--- src/rtl/pipe_pkg.sv ---
// ---------------------------------------------------------------------------
// pipe_pkg
// Shared definitions for the pipeline stage boundary registers:
//   - stage_state_e : occupancy state of a pipe_skid_stage (2-bit encoding)
//   - NOP_INSTR     : all-zero instruction word used as the default bubble
//   - *_WIDTH       : payload width of each stage boundary
//   - occupancy_of  : maps a state to its held-entry count
// ---------------------------------------------------------------------------
package pipe_pkg;

  typedef enum logic [1:0] {
    ST_EMPTY = 2'd0,  // nothing held
    ST_FULL  = 2'd1,  // main register valid
    ST_SKID  = 2'd2   // main and skid registers both valid
  } stage_state_e;

  localparam logic [31:0] NOP_INSTR = 32'h0000_0000;

  // IF/ID carries {pc_plus_4, instruction}; the later boundaries carry the
  // decoded/execute bundles owned by the consuming stages.
  localparam int IF_ID_WIDTH  = 64;
  localparam int ID_EX_WIDTH  = 128;
  localparam int EX_MEM_WIDTH = 104;
  localparam int MEM_WB_WIDTH = 72;

  function automatic logic [1:0] occupancy_of(input stage_state_e st);
    case (st)
      ST_FULL: occupancy_of = 2'd1;
      ST_SKID: occupancy_of = 2'd2;
      default: occupancy_of = 2'd0;
    endcase
  endfunction

endpackage

--- src/rtl/pipe_skid_stage.sv ---
// ---------------------------------------------------------------------------
// pipe_skid_stage
// Pipeline boundary register with valid/ready handshake and a one-entry skid
// buffer. in_ready is registered (derived from next state), so downstream
// backpressure never reaches upstream combinationally; the skid register
// absorbs the entry upstream already committed in the cycle ready drops.
//
// Ports:
//   clk        in   rising-edge clock
//   reset      in   asynchronous active-high reset
//   clk_en     in   global step enable; low = no handshake, state holds
//   flush      in   synchronous discard of all held entries (beats clk_en)
//   in_valid   in   upstream presents in_data
//   in_ready   out  stage can accept (registered)
//   in_data    in   upstream payload [WIDTH]
//   out_valid  out  out_data holds a valid entry
//   out_ready  in   downstream accepts
//   out_data   out  head payload, BUBBLE when out_valid = 0 [WIDTH]
//   occupancy  out  number of held entries (0..2)
// ---------------------------------------------------------------------------
module pipe_skid_stage
  import pipe_pkg::*;
#(
  parameter int               WIDTH  = IF_ID_WIDTH,
  parameter logic [WIDTH-1:0] BUBBLE = '0
) (
  input  logic             clk,
  input  logic             reset,
  input  logic             clk_en,
  input  logic             flush,
  input  logic             in_valid,
  output logic             in_ready,
  input  logic [WIDTH-1:0] in_data,
  output logic             out_valid,
  input  logic             out_ready,
  output logic [WIDTH-1:0] out_data,
  output logic [1:0]       occupancy
);

  stage_state_e     state_q, state_d;
  logic [WIDTH-1:0] main_q, main_d;
  logic [WIDTH-1:0] skid_q, skid_d;
  logic             in_ready_q;
  logic             out_valid_q;
  logic [1:0]       occ_q;

  logic in_fire;
  logic out_fire;

  assign in_fire  = in_valid  & in_ready_q  & clk_en & ~flush;
  assign out_fire = out_valid_q & out_ready & clk_en & ~flush;

  always_comb begin
    // NOTE: every signal gets a default before any branch so no path leaves
    // it unassigned; an unassigned path in always_comb infers a latch.
    state_d = state_q;
    main_d  = main_q;
    skid_d  = skid_q;

    if (flush) begin
      // Skid contents become don't-care once the state says they are invalid.
      state_d = ST_EMPTY;
      main_d  = BUBBLE;
    end else begin
      case (state_q)
        ST_EMPTY: begin
          if (in_fire) begin
            state_d = ST_FULL;
            main_d  = in_data;
          end
        end
        ST_FULL: begin
          if (in_fire && !out_fire) begin
            state_d = ST_SKID;
            skid_d  = in_data;
          end else if (in_fire && out_fire) begin
            main_d  = in_data;
          end else if (out_fire) begin
            state_d = ST_EMPTY;
            main_d  = BUBBLE;
          end
        end
        ST_SKID: begin
          // in_ready is low here, so in_fire cannot occur.
          if (out_fire) begin
            state_d = ST_FULL;
            main_d  = skid_q;
          end
        end
        default: begin
          state_d = ST_EMPTY;
          main_d  = BUBBLE;
        end
      endcase
    end
  end

  // Handshake outputs are registered from the next state so they settle right
  // after the edge and never depend on out_ready within a cycle.
  always_ff @(posedge clk or posedge reset) begin
    if (reset) begin
      state_q     <= ST_EMPTY;
      main_q      <= BUBBLE;
      in_ready_q  <= 1'b1;
      out_valid_q <= 1'b0;
      occ_q       <= 2'd0;
    end else begin
      // NOTE: sequential state uses non-blocking assignments so every register
      // samples pre-edge values, independent of statement order.
      state_q     <= state_d;
      main_q      <= main_d;
      in_ready_q  <= (state_d != ST_SKID);
      out_valid_q <= (state_d != ST_EMPTY);
      occ_q       <= occupancy_of(state_d);
    end
  end

  // NOTE: the skid data register is deliberately not reset; its contents are
  // only observed while the state marks it valid, so a reset adds nothing.
  always_ff @(posedge clk) begin
    skid_q <= skid_d;
  end

  assign in_ready  = in_ready_q;
  assign out_valid = out_valid_q;
  assign out_data  = main_q;
  assign occupancy = occ_q;

endmodule

--- config.mk ---
export PLATFORM = sky130hd
export DESIGN_NAME = pipe_skid_stage
export DESIGN_NICKNAME = d
export VERILOG_FILES = /design/src/rtl/pipe_pkg.sv /design/src/rtl/pipe_skid_stage.sv
export SDC_FILE = /design/constraint.sdc
export NUM_CORES = 1
export LEC_CHECK = 0
export CORE_MARGIN = 3
export CORE_UTILIZATION = 45
export CTS_CLUSTER_SIZE = 30
export DETAILED_ROUTE_END_ITERATION = 16
export GPL_ROUTABILITY_DRIVEN = 0
export HOLD_SLACK_MARGIN = 0.1
export PLACE_DENSITY_LB_ADDON = 0.3
export SLEW_MARGIN = 0
export SYNTH_ARGS = -nofsm -noshare
export SYNTH_HDL_FRONTEND = slang
export SYNTH_SLANG_ARGS = --single-unit
--- constraint.sdc ---
create_clock -name clk -period 2.55 [get_ports clk]
set_input_delay 0.255 -clock clk [delete_from_list [all_inputs] [get_ports clk]]
set_output_delay 0.255 -clock clk [all_outputs]
set_load 0.05 [all_outputs]
==> results of run 1 <==
## layout make-up
class                           instances  area share [%]
Sequential cell                       134            46.1
Timing Repair Buffer                  149            18.8
Clock inverter                          8            1.51
Clock buffer                           24            6.05
Inverter                                3           0.141
Multi-Input combinational cell        283            24.8
Tap cell                              168            2.63
## placed cells by master (no fill, tap or decap), types with 2 or more instances in the layout
cell / synthesis / layout
clkdlybuf4s50_1: 0 / 137
nor2_1: 68 / 68
a21oi_1: 67 / 67
dfrtp_1: 69 / 67
mux2i_1: 64 / 64
o2bb2ai_1: 64 / 64
edfxtp_1: 64 / 64
clkbuf_16: 0 / 18
buf_4: 0 / 9
clkbuf_1: 17 / 5
bufinv_16: 0 / 3
clkinv_2: 0 / 3
buf_12: 0 / 3
nand3_1: 2 / 2
nand2b_1: 2 / 2
inv_2: 1 / 2
clkinvlp_4: 0 / 2
## worst max path at each step
stage               startpoint      endpoint  slack [ns]  cells after the start
finish              state_q[0]  out_data[39]        0.31                      5
global route        state_q[0]  out_data[34]        0.11                      5
CTS                 state_q[0]  out_data[37]        0.32                      5
detailed placement    in_valid  out_data[32]        0.24                      6
global placement      in_valid  out_data[46]        0.27                      6
floorplan             in_ready     skid_q[0]        0.35                      2
## stage by stage
stage	hold WS [ns]	cells	power (mW)	cell area, sq um	utilization [%]
detailed placement	0.473	737	3.25	7380	59.9
global placement	0.470	737	3.24	7380	59.9
floorplan	0.354	454	2.90	5800	-
CTS	0.192	769	5.75	7980	64.8
global route	0.246	769	5.90	7980	64.8
finish	0.194	769	5.70	7980	64.8
## cell families (layout without fill, tap and decap cells)
logic type,count (synthesis),after routing,share of synthesized area [%]
DFF,134,134,63.4
and+or+nand+nor,80,80,6.00
AOI/OAI and AO/OA,139,139,16.8
muxes,64,64,11.0
buffers and inverters,37,184,2.76
## state kept, by name, indices dropped and copies added, names as in the netlist
register,cells
skid_q,64
state_q,2
out_data,64
in_ready,1
out_valid,1
occupancy,2
## routing by layer
layer	vias to the layer above	track usage (%)	wire (um)
met5	-	0	0
met3	18	5.14	697
li1	1979	-	-
met2	127	33.9	7400
met1	2133	25.6	5920
met4	0	8.95	246
## power by group
group          switching [mW]  leakage, nW  internal [mW]  total [mW]
Combinational           0.496         1.11          0.320       0.816
Clock                   0.872        0.289           1.62        2.49
Sequential             0.0550         1.53           2.34        2.40
Total                    1.42         2.93           4.28        5.70
## critical path: cells and delay by family, from the launching register on
kind / cells / cell delay, ns
AO/OA/AOI/OAI: 2 / 0.86
flip-flops: 1 / 0.63
AND/OR/NAND/NOR: 2 / 0.32
buffers and inverters: 1 / 0.29
==> metrics.yaml, run 1 <==
cts:
  cts_tree: "done"
  cts.hold.buffers_added: 0
  cts_inserted_buffers: 17
  cts-resized-gates: 0
  post_cts_buffers: 0
  cts_buffer_depth: 2
  cts.sinks: 134
  path_clk_slew_ns: 0.06
  clk_latency_ns: 0.41
  ctsHtreeMaxLevel: 4
  clock_tree.root_cell: "clkbuf_16"
die:
  ioPinCount: 138
  dieWidth_um: 120
  die-area_sq_mm: 0.0143
  num_rows: 40
  core-area_sq_mm: 0.0123
  die_h_um: 120
  initial_core_util_pct: 47.1
global_route:
  grt_pass1_vias: 4496
  track_usage_pct: 20.5
  grt_pass1_wl_um: 23200
  grt_start_max_net_pins: 65
  overflow: 0
  antenna_found_initial: 0
worst_setup_path:
  slowest_delay_ns: 0.76
  worstPathMaxFanout: 33
  r2r_start: "state_q[0]"
  worstPathCellList: "nand2b_1 -> nor2_1 -> o21ai_4 -> buf_12 -> o2bb2ai_1"
  path_class: "reg2reg"
  ff2ff_setup_slack_ns: 0.31
  startpoint_type: "flip-flop"
  rr_endpoint: "out_data[39]"
  reg2reg_depth: 5
  end_kind: "flip-flop"
  crit_arrival_ns: 2.53
  crit_slowest_cell: "o21ai_4"
  required_ns: 2.85
sta:
  fin_skew_ns: 0.00467
  rsz0062_at_grt: "no"
  worst_pin_slew_ns: 1.10
  hold_violations: 0
  tns_ns: 0
  finalCritPeriodShare_pct: 87.7
  setup_violations: 0
  drv_slew: 0
  period_needed_ns: 2.24
  maxSlewHeadroom_pct: 27.0
  clock.fmax_mhz: 447
  worst_slack_ns: 0.313
synth:
  yosysSeqAreaShare_pct: 63.4
  ys_async_sr_fraction_pct: 52.2
  synthTopCellsByArea: "edfxtp_1 (33%), dfrtp_1 (30%), mux2i_1 (11%)"
  synth.distinct_cells: 28
  synth_edf_count: 64
  ys.flop_type: "dfrtp_1"
  yosys.area.top_type: "edfxtp_1"
  syn_area_per_cell_sq_um: 12.8
  synth_seq_cells: 134
  synth.most_common_cell: "dfrtp_1"
  syn_inst: 454
  yosys-top-cells-count: "dfrtp_1 (69), nor2_1 (68), a21oi_1 (67)"
  netlist_area_sq_mm: 0.00580
  synth_warnings: 0
  synth.top_cell.area_share_pct: 33.1
  syn_nets: 524
job:
  cap_violations: 0
cells_and_area:
  multi_input_area_sq_mm: 0.00198
  fin_nets: 658
  syn2layout_area_growth_pct: 37.6
  regArea_sq_mm: 0.00368
  fillers: 985
  drive_gt1_share_pct: 8.49
  diodes: 0
drt:
  drt-pass1-iter-count: 4
  wire_per_inst_um: 18.5
  routed_wl_um: 14300
  dr_total_vias: 4257
  drc_errors: 0
  viasPerCell: 5.54
  route.antenna.remaining_nets: 0
  first_iter_violations: 235
status:
  outcome: "completed"
place:
  port_buffers: 137
  place.detailed.hpwl_um: 9140
  pre_cts_slack_ns: 0.236
power:
  leakage_nw: 2.93
  ir_drop_mv: 0.462
  power.density_cell_area_mw_per_mm2: 715
min_path:
  hold_class: "in2async"
(Power assumes the default switching activity.)
==> inputs of run 2 (changes only) <==
Settings changed: CORE_UTILIZATION 45 to 30.
==> run 2 against run 1 <==
Against the previous run:
- first-iteration DRC count decreased by 7.2%
- sequential cell count is the same
- utilization shrank 22 points
- final cell count increased by 11%
- critical endpoint is now in_ready
- wire length fell by 3.3%
- design area up 2.1%
- highest routed layer unchanged
- clock skew rose by 0.0034 ns
==> metrics.yaml, run 2 (synthesis gave the netlist of run 1 again) <==
status:
  outcome: "completed"
cts:
  cts.hold.buffers_added: 0  # unchanged
  cts_buffer_depth: 2  # unchanged
  cts-resized-gates: 0  # unchanged
  cts_inserted_buffers: 17  # unchanged
  clk_latency_ns: 0.41  # about the same
  cts.sinks: 134  # unchanged
  post_cts_buffers: 0  # unchanged
  cts_tree: "done"
  clock_tree.root_cell: "clkbuf_16"
  ctsHtreeMaxLevel: 4  # unchanged
  path_clk_slew_ns: 0.06  # about the same
drt:
  routed_wl_um: 13800  # -3.3%
  viasPerCell: 4.83  # -13%
  first_iter_violations: 218  # -7.2%
  drt-pass1-iter-count: 4  # unchanged
  wire_per_inst_um: 16.1  # -13%
  route.antenna.remaining_nets: 0  # unchanged
  dr_total_vias: 4138  # -2.8%
  drc_errors: 0  # unchanged
cells_and_area:
  fin_util_pct: 43.3  # -22 points
  drive_gt1_share_pct: 8.54  # +0.057 points
  layout.cells.non_filler: 857  # +11%
  mostFrequentLayoutCell: "clkdlybuf4s50_1"
  diodes: 0  # unchanged
  stdcell_area_sq_mm: 0.00815  # +2.1%
  layout_common_cells: "clkdlybuf4s50_1 (137), nor2_1 (68), a21oi_1 (67), dfrtp_1 (67)"
  fin_nets: 655  # -0.46%
  syn2layout_area_growth_pct: 40.5
sta:
  period_needed_ns: 2.06  # -0.174 ns
  setup_violations: 0  # unchanged
  tns_ns: 0  # unchanged
  worst_pin_slew_ns: 0.807  # -0.289 ns
  fin_skew_ns: 0.00811  # +0.00344 ns
  finalCritPeriodShare_pct: 80.9  # -6.8 points
  clock.fmax_mhz: 485  # +8.4%
  rsz0062_at_grt: "no"
  maxSlewHeadroom_pct: 46.1  # +19 points
  hold_violations: 0  # unchanged
  drv_slew: 0  # unchanged
die:
  die_h_um: 145  # +21%
  die-area_sq_mm: 0.0210  # +47%
  num_rows: 50  # +25%
  dieWidth_um: 145  # +21%
  core-area_sq_mm: 0.0188  # +53%
  initial_core_util_pct: 30.8  # -16 points
  ioPinCount: 138  # unchanged
min_path:
  hold_class: "in2async"
power:
  clkPwrFrac_pct: 45.4  # +1.8 points
  intPower_mw: 4.45  # +4.1%
  power.density_cell_area_mw_per_mm2: 721  # +0.94%
  leakage_nw: 2.95  # +0.66%
  power_switching_mw: 1.42  # about the same
  pwr-share-comb_pct: 14.0  # -0.3 points
  ir_drop_mv: 0.416  # -10%
  seq_power_share_pct: 40.6  # -1.4 points
  switching_share_pct: 24.2  # -0.75 points
place:
  place.detailed.hpwl_um: 9050  # -1.1%
  port_buffers: 137  # unchanged
  placedCellCount: 826  # +12%
  dpl_cell_area_sq_mm: 0.00749  # +1.6%
worst_setup_path:
  startpoint_type: "flip-flop"
  crit_slowest_cell: "clkdlybuf4s50_1"
  worst-path-buf-inv: 1  # unchanged
  slowest_delay_ns: 0.83  # +0.07 ns
  path_class: "reg2out"
  worstPathCellList: "clkdlybuf4s50_1"
  end_kind: "primary output"
  rr_endpoint: "out_data[15]"
  reg2reg_depth: 5  # unchanged
  required_ns: 2.30  # -0.55 ns
  ff2ff_setup_slack_ns: 0.83  # +0.52 ns
  crit_arrival_ns: 1.81  # -0.72 ns
  path_delay_family: "buffers and inverters"
  worstPathMaxFanout: 5  # -85%
  r2r_start: "state_q[1]"
global_route:
  grt_pass1_wl_um: 23200  # -0.24%
  track_usage_pct: 13.5  # -6.9 points
  grt_start_max_net_pins: 65  # unchanged
  grt_pass1_vias: 4368  # -2.8%
  overflow: 0  # unchanged
  antenna_found_initial: 0  # unchanged
job:
  cap_violations: 0  # unchanged
==> run 2: cell types whose count changed in the layout (fill, tap and decap cells not counted), sizes merged <==
cell,previous run,this run
clkinv,3,1
bufinv,3,4
buf,12,9
==> run 2: final cells by class <==
| type | instances | area, sq um |
|---|---|---|
| Timing Repair Buffer | 146 | 1500 |
| Clock inverter | 7 | 140 |
| Tap cell | 260 | 325 |
| Inverter | 3 | 11.3 |
| Multi-Input combinational cell | 283 | 1980 |
| Sequential cell | 134 | 3680 |
| Clock buffer | 24 | 512 |
| Fill cell | 1734 | 10700 |
==> run 2: worst max path at each step <==
stage	start	end	cells after the start
floorplan	in_ready	skid_q[0]	2
global placement	clk_en	skid_q[50]	5
detailed placement	clk_en	skid_q[47]	5
CTS	in_ready	in_ready	1
global route	in_ready	in_ready	1
finish	in_ready	in_ready	1
==> run 2: metrics by stage <==
step / worst slack, ns / hold WS, ns / power (mW)
after floorplan: 0.349 / 0.354 / 2.90
after global placement: 0.488 / 0.472 / 3.24
after detailed placement: 0.408 / 0.474 / 3.25
after CTS: 0.458 / 0.333 / 5.96
after global routing: 0.436 / 0.377 / 6.12
final: 0.487 / 0.328 / 5.88
==> run 2: power groups by stage <==
stage	Clock, mW	Sequential (mW)	Combinational (mW)
5_1_grt	2.85	2.39	0.885
4_1_cts	2.74	2.39	0.830
3_3_place_gp	0	2.42	0.814
6_report	2.67	2.39	0.822
2_1_floorplan	0	2.63	0.276
3_5_place_dp	0	2.43	0.826
==> run 2: per-layer routing <==
metal  share of wire, %  global-route usage (%)
met1                 46                    18.0
met4                1.2                    4.04
met5                  0                       0
met2                 46                    21.3
met3                6.5                    4.31
==> inputs of run 3 (changes only) <==
Clock period 2.55 ns to 1.7 ns, I/O delays scaled along.
==> run 3 against run 2 <==
Against the previous run:
- clock power rose by 47%
- sequential share of layout area fell by 0.97 points
- clock skew fell by 0.0018 ns
- via count rose by 3.8%
- wire length rose by 13%
- critical path depth rose by 5
- sequential power rose by 50%
- critical endpoint is now out_data[0]
==> metrics.yaml, run 3 (synthesis gave the netlist of run 1 again) <==
cells_and_area:
  mostFrequentLayoutCell: "clkdlybuf4s50_1"
  stdcell_area_sq_mm: 0.00834  # +2.3%
  fin_util_pct: 44.3  # +1.0 points
  drive_gt1_share_pct: 15.4  # +6.9 points
  syn2layout_area_growth_pct: 43.8
  layout_common_cells: "clkdlybuf4s50_1 (69), nor2_1 (68), dfrtp_1 (66)"
  fin_nets: 673  # +2.7%
  layout.cells.non_filler: 876  # +2.2%
  diodes: 0  # unchanged
drt:
  first_iter_violations: 214  # -1.8%
  route.antenna.remaining_nets: 0  # unchanged
  drc_errors: 0  # unchanged
  viasPerCell: 4.90  # +1.5%
  dr_total_vias: 4295  # +3.8%
  routed_wl_um: 15600  # +13%
  drt-pass1-iter-count: 5  # +1
  wire_per_inst_um: 17.9  # +11%
place:
  dpl_cell_area_sq_mm: 0.00771  # +2.8%
  place.detailed.hpwl_um: 9560  # +5.6%
  placedCellCount: 842  # +1.9%
  port_buffers: 137  # unchanged
cts:
  cts.sinks: 134  # unchanged
  ctsHtreeMaxLevel: 4  # unchanged
  cts_tree: "done"
  cts_buffer_depth: 2  # unchanged
  path_clk_slew_ns: 0.06  # about the same
  cts_inserted_buffers: 17  # unchanged
  clk_latency_ns: 0.40  # about the same
  clock_tree.root_cell: "clkbuf_16"
  cts.hold.buffers_added: 0  # unchanged
power:
  clkPwrFrac_pct: 44.8  # -0.6 points
  pwr-share-comb_pct: 14.3  # +0.3 points
  ir_drop_mv: 0.608  # +46%
  switching_share_pct: 25.5  # +1.3 points
  leakage_nw: 3.32  # +13%
  power_switching_mw: 2.23  # +57%
  power_mw: 8.76  # +49%
  intPower_mw: 6.52  # +46%
  power.density_cell_area_mw_per_mm2: 1050  # +46%
  seq_power_share_pct: 40.9  # +0.3 points
worst_setup_path:
  worstPathMaxFanout: 18  # +13
  end_kind: "flip-flop"
  required_ns: 1.98  # -0.32 ns
  startpoint: "in_ready"
  path_class: "reg2reg"
  startpoint_type: "flip-flop"
  crit_arrival_ns: 1.94  # +0.13 ns
  r2r_start: "in_ready"
die:
  num_rows: 50  # unchanged
  core-area_sq_mm: 0.0188  # unchanged
  die_h_um: 145  # unchanged
  die-area_sq_mm: 0.0210  # unchanged
  initial_core_util_pct: 30.8  # unchanged
  ioPinCount: 138  # unchanged
  dieWidth_um: 145  # unchanged
min_path:
  hold_class: "in2async"
sta:
  hold_violations: 0  # unchanged
  worst_pin_slew_ns: 0.518  # -0.289 ns
  setup_violations: 0  # unchanged
  period_needed_ns: 1.65
  clock.fmax_mhz: 605
  finalCritPeriodShare_pct: 97.3
  fin_skew_ns: 0.00636  # -0.00175 ns
  maxSlewHeadroom_pct: 65.6  # +19 points
  drv_slew: 0  # unchanged
  rsz0062_at_grt: "yes"
global_route:
  grt_start_max_net_pins: 71  # +9.2%
  grt_pass1_vias: 4523  # +3.5%
  track_usage_pct: 15.0  # +1.4 points
  overflow: 0  # unchanged
  grt_pass1_wl_um: 25300  # +9.0%
  antenna_found_initial: 0  # unchanged
job:
  cap_violations: 0  # unchanged
status:
  outcome: "completed"
==> run 3: cell types whose count changed in the layout (fill, tap and decap cells not counted), sizes merged <==
cell           change
buf               +32
clkdlybuf4s50     -68
dlygate4sd2       +53
clkinv             +3
clkbuf             -3
clkinvlp           +2
==> run 3: cell type report <==
class,instances,area (sq um)
Clock inverter,12,175
Tap cell,260,325
Clock buffer,20,457
Timing Repair Buffer,164,1660
Fill cell,1735,10500
Sequential cell,134,3680
Inverter,3,15.0
Multi-Input combinational cell,283,2020
==> run 3: metal layers <==
metal | track usage [%] | vias to the layer above | wire (um)
met5 | 0 | - | 0
met4 | 4.47 | 0 | 201
met3 | 4.75 | 13 | 896
met2 | 24.5 | 142 | 7330
met1 | 19.1 | 2130 | 7210
li1 | - | 2010 | -
==> run 3: what timing repair did <==
| action | 4_1_cts | 5_1_grt |
|---|---|---|
| endpoints found under the setup margin | 104 | 58 |
| setup buffers | 0 | 1 |
| pin swaps | 1 | 1 |
| cloned | 0 | 1 |
| resized for setup | 55 | 4 |
==> run 3: path summary, 6_finish.rpt <==
check                               end  slack, ns  cells after the start
max in group asynchronous    state_q[1]       1.10                      3
max                         out_data[0]       0.05                      6
min in group clk             skid_q[35]       0.38                      1
min                        out_data[50]       0.22                      3
min reg2reg                 out_data[9]       0.48                      1
max reg2reg                 out_data[0]       0.05                      6
==> run 3: power by group through the flow <==
stage,Clock (mW),Sequential [mW],Combinational (mW)
2_1_floorplan,0,3.94,0.425
3_3_place_gp,0,3.65,1.27
3_5_place_dp,0,3.64,1.29
4_1_cts,4.03,3.58,1.25
5_1_grt,4.20,3.59,1.35
6_report,3.92,3.58,1.26
==> run 3: metrics by stage <==
stage | hold slack, ns | TNS [ns] | setup WS [ns]
finish | 0.223 | 0 | 0.0458
global placement | 0.474 | -10.04 | -0.171
global route | 0.240 | -0.110 | -0.0124
detailed placement | 0.473 | -15.49 | -0.197
CTS | 0.238 | 0 | 0.0264
floorplan | 0.269 | -18.62 | -0.182
==> run 3: critical path, cell delays in order (launching register included) <==
cell and delay (ns):
dfstp_4 0.64, nand3b_4 0.10, o21ai_1 0.21, a221oi_4 0.11
buf_12 0.15, clkbuf_16 0.18, o2bb2ai_1 0.13
